**src/rtl/forward_scoreboard_pkg.sv**
```systemverilog
// rtl/forward_scoreboard_pkg.sv - shared register type and bypass-select constants
package rvga_types;

    typedef logic [4:0] rvga_reg;

    // Bypass select base values; stage k maps to FWD_STAGE_BASE + k.
    localparam int FWD_RF         = 0;
    localparam int FWD_STAGE_BASE = 1;

    function automatic int fwd_sel_w(input int num_stages);
        return $clog2(num_stages + 2);
    endfunction

endpackage

```
**src/rtl/rvga_scoreboard.sv**
```systemverilog
// rtl/rvga_scoreboard.sv - pending bit per register for long-latency destinations
module rvga_scoreboard #(
    parameter int NUM_REGS = 32,
    parameter int REG_W    = 5
) (
    input  logic                clk_i,
    input  logic                reset_i,
    input  logic                set_v_i,
    input  logic [REG_W-1:0]    set_rd_i,
    input  logic                clr_v_i,
    input  logic [REG_W-1:0]    clr_rd_i,
    output logic [NUM_REGS-1:0] pending_o
);

    // A set and clear of the same register in one cycle leaves it pending:
    // the new issue outlives the old completion.
    always_ff @(posedge clk_i or posedge reset_i) begin
        if (reset_i) begin
            pending_o <= '0;
        end else begin
            for (int i = 1; i < NUM_REGS; i++) begin
                if (set_v_i && set_rd_i == REG_W'(i))
                    pending_o[i] <= 1'b1;
                else if (clr_v_i && clr_rd_i == REG_W'(i))
                    pending_o[i] <= 1'b0;
            end
            pending_o[0] <= 1'b0;
        end
    end

endmodule

```
**src/rtl/forward_scoreboard.sv**
```systemverilog
// rtl/forward_scoreboard.sv - execute operand bypass select, stall generation and stall counter
module forward_scoreboard
    import rvga_types::*;
#(
    parameter int NUM_SRC    = 2,
    parameter int NUM_STAGES = 2,
    parameter int NUM_REGS   = 32,
    parameter int REG_W      = 5,
    parameter int CNT_W      = 32,
    parameter int SEL_W      = fwd_sel_w(NUM_STAGES)
) (
    input  logic                        clk_i,
    input  logic                        reset_i,
    input  logic [NUM_STAGES-1:0]       stage_rd_w_v_i,
    input  logic [NUM_STAGES*REG_W-1:0] stage_rd_i,
    input  logic [NUM_STAGES-1:0]       stage_rd_ready_i,
    input  logic [NUM_SRC*REG_W-1:0]    execute_rs_i,
    input  logic [NUM_SRC-1:0]          execute_rs_v_i,
    input  logic [REG_W-1:0]            execute_rd_i,
    input  logic                        execute_rd_w_v_i,
    input  logic                        lat_issue_v_i,
    input  logic                        lat_complete_v_i,
    input  logic [REG_W-1:0]            lat_complete_rd_i,
    input  logic                        cnt_clear_i,
    output logic [NUM_SRC*SEL_W-1:0]    fwd_sel_o,
    output logic                        stall_o,
    output logic [NUM_REGS-1:0]         pending_o,
    output logic [CNT_W-1:0]            stall_count_o
);

    logic [NUM_SRC-1:0] src_stall;
    logic               waw_stall;
    logic               sb_set_v;

    for (genvar j = 0; j < NUM_SRC; j++) begin : g_src
        logic [REG_W-1:0] rs;
        logic             rs_act;
        logic [SEL_W-1:0] sel;
        logic             stage_hit;
        logic             bus_hit;
        logic             hit_ready;

        assign rs     = execute_rs_i[j*REG_W +: REG_W];
        assign rs_act = execute_rs_v_i[j] && (rs != '0);

        // Walk oldest to youngest so the youngest matching stage wins.
        always_comb begin
            sel       = SEL_W'(FWD_RF);
            stage_hit = 1'b0;
            bus_hit   = 1'b0;
            hit_ready = 1'b1;
            for (int k = NUM_STAGES - 1; k >= 0; k--) begin
                if (stage_rd_w_v_i[k] && stage_rd_i[k*REG_W +: REG_W] == rs) begin
                    sel       = SEL_W'(FWD_STAGE_BASE + k);
                    stage_hit = 1'b1;
                    hit_ready = stage_rd_ready_i[k];
                end
            end
            if (!stage_hit && lat_complete_v_i && lat_complete_rd_i == rs) begin
                sel     = SEL_W'(NUM_STAGES + 1);
                bus_hit = 1'b1;
            end
            if (!rs_act) begin
                sel       = SEL_W'(FWD_RF);
                stage_hit = 1'b0;
                bus_hit   = 1'b0;
            end
        end

        assign fwd_sel_o[j*SEL_W +: SEL_W] = sel;
        assign src_stall[j] = rs_act &&
                              ((stage_hit && !hit_ready) ||
                               (!stage_hit && !bus_hit && pending_o[rs]));
    end

    assign waw_stall = execute_rd_w_v_i && (execute_rd_i != '0) && pending_o[execute_rd_i] &&
                       !(lat_complete_v_i && lat_complete_rd_i == execute_rd_i);

    assign stall_o  = (|src_stall) || waw_stall;
    assign sb_set_v = lat_issue_v_i && execute_rd_w_v_i && !stall_o && (execute_rd_i != '0);

    rvga_scoreboard #(
        .NUM_REGS (NUM_REGS),
        .REG_W    (REG_W)
    ) u_scoreboard (
        .clk_i     (clk_i),
        .reset_i   (reset_i),
        .set_v_i   (sb_set_v),
        .set_rd_i  (execute_rd_i),
        .clr_v_i   (lat_complete_v_i),
        .clr_rd_i  (lat_complete_rd_i),
        .pending_o (pending_o)
    );

    always_ff @(posedge clk_i or posedge reset_i) begin
        if (reset_i)
            stall_count_o <= '0;
        else if (cnt_clear_i)
            stall_count_o <= '0;
        else if (stall_o && stall_count_o != '1)
            stall_count_o <= stall_count_o + 1'b1;
    end

endmodule

```
**config.mk**
```make
export PLATFORM = sky130hd
export DESIGN_NAME = forward_scoreboard
export DESIGN_NICKNAME = d
export VERILOG_FILES = /design/src/rtl/forward_scoreboard_pkg.sv /design/src/rtl/rvga_scoreboard.sv /design/src/rtl/forward_scoreboard.sv
export SDC_FILE = /design/constraint.sdc
export NUM_CORES = 1
export LEC_CHECK = 0
export CORE_ASPECT_RATIO = 1.75
export CORE_UTILIZATION = 50
export CTS_CLUSTER_SIZE = 24
export DETAILED_ROUTE_END_ITERATION = 12
export GPL_ROUTABILITY_DRIVEN = 0
export GPL_TIMING_DRIVEN = 0
export PLACE_DENSITY = 0.77
export SKIP_CTS_REPAIR_TIMING = 1
export SLEW_MARGIN = 20
export SYNTH_ARGS = -nofsm -noshare
export SYNTH_HDL_FRONTEND = slang
export SYNTH_SLANG_ARGS = --single-unit
```
**constraint.sdc**
```tcl
create_clock -name clk_i -period 5.6 [get_ports clk_i]
set_clock_uncertainty 0.05 [all_clocks]
set_input_delay 1.68 -clock clk_i [delete_from_list [all_inputs] [get_ports clk_i]]
set_output_delay 1.68 -clock clk_i [all_outputs]
set_load 0.1 [all_outputs]
```
# Word level (Yosys, flattened, before mapping)
# Index checks and enable logic that the tools add are counted.
# totals
register_bits	63
output_inout_bits	69
inputBits	42
# op_classes
n_eq_ne	70
add_sub_neg	1
mux	92
reduce_logical	137
n_lt_le_gt_ge	3
# ops
op	n
5-bit == test (second input constant)	32
1-bit logical AND	88
5-bit by 4-bit == test with 1-bit output (second input constant)	16
1-bit 2-to-1 mux	79
32-bit 2-to-1 mux	2
2-bit nonzero test	32
5-bit by 3-bit == test with 1-bit output (second input constant)	8
5-bit == test	7
32-bit by 1-bit adder with 32-bit output (second input constant)	1
32-bit inequality test (second input constant)	1
5-bit by 2-bit == test with 1-bit output (second input constant)	4
5-bit by 6-bit less-than comparator with 1-bit output (second input constant)	3
2-bit 2-to-1 mux	8
1-bit binary-select mux with 5-bit select	3
5-bit nonzero test	3
5-bit by 1-bit == test with 1-bit output (second input constant)	2
1-bit logical NOT	10
1-bit logical OR	3
2-bit OR reduction	1

# Logic depth before layout (Yosys ltp)
# logic_depth
word_depth	21
mapped_depth	12
ltp_nobuf	9

# Cells and area by module
# A second synthesis with hierarchy kept.
# hier_totals
hier_cells	526
hier_area_um2	4783.3
# modules_own_cells
module	cells_per_inst	instances	area_each_um2
forward_scoreboard	398	1	3474.6
rvga_scoreboard	128	1	1308.8

# Worst setup path before layout
# No wires, ideal clock.
# synth_timing
path_type	input-to-output
startpoint	in lat_complete_rd_i[4]
endpoint	out fwd_sel_o[1]
slack_ns	-0.087
t_arrival_ns	3.957
stages	5
required_time_ns	3.870
n_path_buf	1
path_cell_list	clkbuf_1 > xor2_1 > nor4_1 > nand3_1 > a21oi_1
# synth_via
elab_chain_len	4
# synth_lines
item	line	rtl
from (decl)	forward_scoreboard.sv:23	input logic [REG_W-1:0] lat_complete_rd_i,
5-bit == test	forward_scoreboard.sv:59	if (!stage_hit && lat_complete_v_i && lat_complete_rd_i == rs) begin
1-bit logical AND	forward_scoreboard.sv:59	
2-bit 2-to-1 mux	forward_scoreboard.sv:59	
2-bit 2-to-1 mux	forward_scoreboard.sv:63	if (!rs_act) begin
to (decl)	forward_scoreboard.sv:25	output logic [NUM_SRC*SEL_W-1:0] fwd_sel_o,
# No other way between the ends.

# Worst setup path after layout
# layout_timing
startpoint	in stage_rd_i[7]
endpoint	out stall_o
# layout_via
elab_chain_len	16
elab_cells_between_ends	42
# layout_lines
item	line	rtl
from (decl)	forward_scoreboard.sv:15	input logic [NUM_STAGES*REG_W-1:0] stage_rd_i,
5-bit == test	forward_scoreboard.sv:53	if (stage_rd_w_v_i[k] && stage_rd_i[k*REG_W +: REG_W] == rs) begin
1-bit logical AND	forward_scoreboard.sv:53	
1-bit 2-to-1 mux (2 in series)	forward_scoreboard.sv:53	
1-bit logical NOT	forward_scoreboard.sv:59	
1-bit logical AND (2 in series)	forward_scoreboard.sv:59	
1-bit 2-to-1 mux	forward_scoreboard.sv:59	
1-bit 2-to-1 mux	forward_scoreboard.sv:63	
1-bit logical NOT	forward_scoreboard.sv:73	(!stage_hit && !bus_hit && pending_o[rs]));
1-bit logical AND (2 in series)	forward_scoreboard.sv:73	
1-bit logical OR	forward_scoreboard.sv:72	((stage_hit && !hit_ready) ||
1-bit logical AND	forward_scoreboard.sv:71	assign src_stall[j] = rs_act &&
2-bit OR reduction *	forward_scoreboard.sv:79	assign stall_o = (|src_stall) || waw_stall;
1-bit logical OR *	forward_scoreboard.sv:79	
to (decl)	forward_scoreboard.sv:26	output logic stall_o,
# Mark *: on every way between the ends. The rest lies on a longest branch, timed or not.

==> results.sh <==
export IMPL_cts_buffers=9
export IMPL_r2r_cells=9
export IMPL_port_buffers=96
export IMPL_diodes=0
export IMPL_ys_ff_latch=63
export IMPL_clk_pin_slew_worst_paths_ns=0.05
export IMPL_max_stage_delay_ns=0.46
export IMPL_pin_count=111
export IMPL_post_place_ws_ns=-1.70
export IMPL_final_core_util_pct=71.7
export IMPL_drive_above_1_share_pct=15.5
export IMPL_netlist_instances=544
export IMPL_synth_edf_count=0
export IMPL_worst_slack_ns=-0.118
export IMPL_syn_cell_area_um2=4780
export IMPL_hold_path_depth=2
export IMPL_final_nets=715
export IMPL_yosysWarnings=0
export IMPL_hold_path_class="register to register"
export IMPL_coreArea_um2=9150
export IMPL_dr_pass1_iters=5
export IMPL_track_usage_pct=33.0
export IMPL_violations="negative setup slack"
export IMPL_crit_required_ns=3.87
export IMPL_avgSynthCellArea_um2=8.79
export IMPL_setup_viol=1
export IMPL_wire_per_inst_um=21.3
export IMPL_grt_pass1_vias=5242
export IMPL_maxCapViolCount=0
export IMPL_drt_iter0_drc=388
export IMPL_grt_overflow_total=0
export IMPL_hold_viol=0
export IMPL_synth_top_area_cell="dfrtp_1"
export IMPL_clock_path_buffers=2
export IMPL_cp_num_buf_inv=4
export IMPL_max_slew_margin_pct=33.7
export IMPL_tns_ns=-0.118
export IMPL_arrival_ns=3.99
export IMPL_vias_per_cell=6.48
export IMPL_syn2layout_area_growth_pct=37.3
export IMPL_die_height_um=131
export IMPL_root_buffer="clkbuf_16"
export IMPL_synth_top_flop_cell="dfrtp_1"
export IMPL_hold_slack_ns=0.540
export IMPL_grt_pass1_wl_mm=25.7
export IMPL_clk_latency_ns=0.33
export IMPL_netlist_cell_type_count=54
export IMPL_die_w_um=75.9
export IMPL_critPathKind="input port to output port"
export IMPL_dieArea_um2=9970
export IMPL_worst_pin_slew_ns=0.991
export IMPL_synth_area_leaders="dfrtp_1, mux4_2, mux2i_1"
export IMPL_min_period_ns=5.72
export IMPL_async_flop_share_pct=100
export IMPL_max_freq_ghz=0.175
export IMPL_cp_slowest_cell="clkdlybuf4s50_1"
export IMPL_rsz0062_at_grt="yes"
export IMPL_cts_tree="done"
export IMPL_yosysSeqAreaShare_pct=33.0
export IMPL_power_leakage_uw=0.00268
export IMPL_status="finished with violations"
export IMPL_cp_start_kind="input port"
export IMPL_syn_num_nets=587
export IMPL_start_util_pct=52.2
export IMPL_cp_end_kind="output port"
export IMPL_cpMostUsedCell="nor3_4"
export IMPL_synth_top_area_share_pct=33.0
export IMPL_antenna_found_initial=0
export IMPL_max_vdd_ir_drop_v=0.000278
export IMPL_cp_num_cells=10
export IMPL_drt_wl_total_mm=16.9
export IMPL_worstPathMaxFanout=6
export IMPL_ys_top_cells_by_count="dfrtp_1, nand3_1, o21ai_0"
export IMPL_dp_hpwl_mm=12.2
export IMPL_h_tree_depth=3
export IMPL_grt_max_degree=58
export IMPL_power_density_nw_per_um2=284
export IMPL_synth_most_common_cell="dfrtp_1"
export IMPL_cts_sinks=63
export IMPL_worst_path_dominant_cell_family="simple AND/OR/NAND/NOR gates"
export IMPL_path_cells="clkdlybuf4s50_1, xor2_1, nor4_2, and3_1, a311o_1, nor3_4, nor3_4, buf_6, clkinvlp_4, buf_12"
export IMPL_place_area_um2=5930
export IMPL_maxSlewViolCount=0
export IMPL_finalCritPeriodShare_pct=102
export IMPL_rows=46
export IMPL_drc=0
export IMPL_detail_route_antenna_nets=0
export IMPL_dr_total_vias=5165
export IMPL_final_area_um2=6560
metal layers:
| metal | GRT usage (%) | vias to the layer above | wire [um] |
|---|---|---|---|
| li1 | - | 2278 | - |
| met1 | 30.9 | 2507 | 5650 |
| met2 | 61.2 | 294 | 9200 |
| met3 | 4.72 | 86 | 899 |
| met4 | 28.5 | 0 | 1200 |
| met5 | 0 | - | 0 |
worst register-to-register path, cell delays in order, from the launching register on:
cell and delay, ns:
dfrtp_1 0.44, and3_1 0.30, and4_1 0.27, and4_1 0.27, and3_1 0.23, and3_1 0.24, clkbuf_1 0.38, clkbuf_1 0.49
o31ai_1 0.16, a21oi_1 0.15
power by group:
part	switching (uW)	internal, uW	total [uW]
clock	198	388	586
combinational	501	218	719
sequential	60.9	494	555
logic make-up (layout without fill, tap and decap cells):
group                      after synthesis  in the layout  synth area share, %
and+or+nand+nor                        219            220                 25.7
AOI/OAI and AO/OA                      125            125                 15.1
DFF                                     63             63                 33.0
muxes                                   51             51                 14.7
buffers and inverters                   49            181                 4.71
xor gates and xnor gates                35             35                 6.41
adders and majority gates                1              1                0.262
other                                    1              1               0.0785
through the flow:
stage                     instances  power [uW]
final                           797        1860
after detailed placement        761        1230
after CTS                       777        1820
after global placement          760        1220
after floorplan                 544        1040
after global routing            797        1910
registers in the layout (all words and copies together), names as in the netlist:
name / flops
stall_count_o: 32
u_scoreboard.pending_o: 31
area by class of cell:
cell class,count,area (um2)
clock buffer,12,236
clock inverter,4,70.1
inverter,5,25.0
tap,120,150
multi-input combinational,433,3100
sequential,63,1580
buffer,44,254
timing repair buffer,116,1150
fill,685,2590
worst paths after layout:
check | start | endpoint | slack (ns)
setup / recovery | stage_rd_i[7] | stall_o | -0.12
hold / removal | stall_count_o[4] | stall_count_o[4] | 0.54
setup reg to reg | stall_count_o[20] | stall_count_o[19] | 2.53
hold reg to reg | stall_count_o[4] | stall_count_o[4] | 0.54
max in group asynchronous | reset_i | stall_count_o[26] | 3.45
min in group asynchronous | reset_i | stall_count_o[11] | 1.54
placed cells by master (no fill, tap or decap), drive strengths merged, types with 2 or more instances in the layout:
cell type,count
bufinv,2
xor2,22
dlymetal6s2s,9
or4,13
mux2i,22
nor2b,21
clkinv,2
nor3,11
o41ai,2
o21ai,70
nor4,11
and4,5
nand4b,3
xnor2,13
or2,5
and3,15
a21oi,26
clkdlybuf4s50,82
or3,6
mux2,15
buf,38
clkbuf,43
nand2b,10
dfrtp,63
nand3,44
nand3b,3
a22oi,3
nand4,11
o31ai,13
nand2,29
inv,4
mux4,14
nor2,30
(Power assumes the default switching activity.)
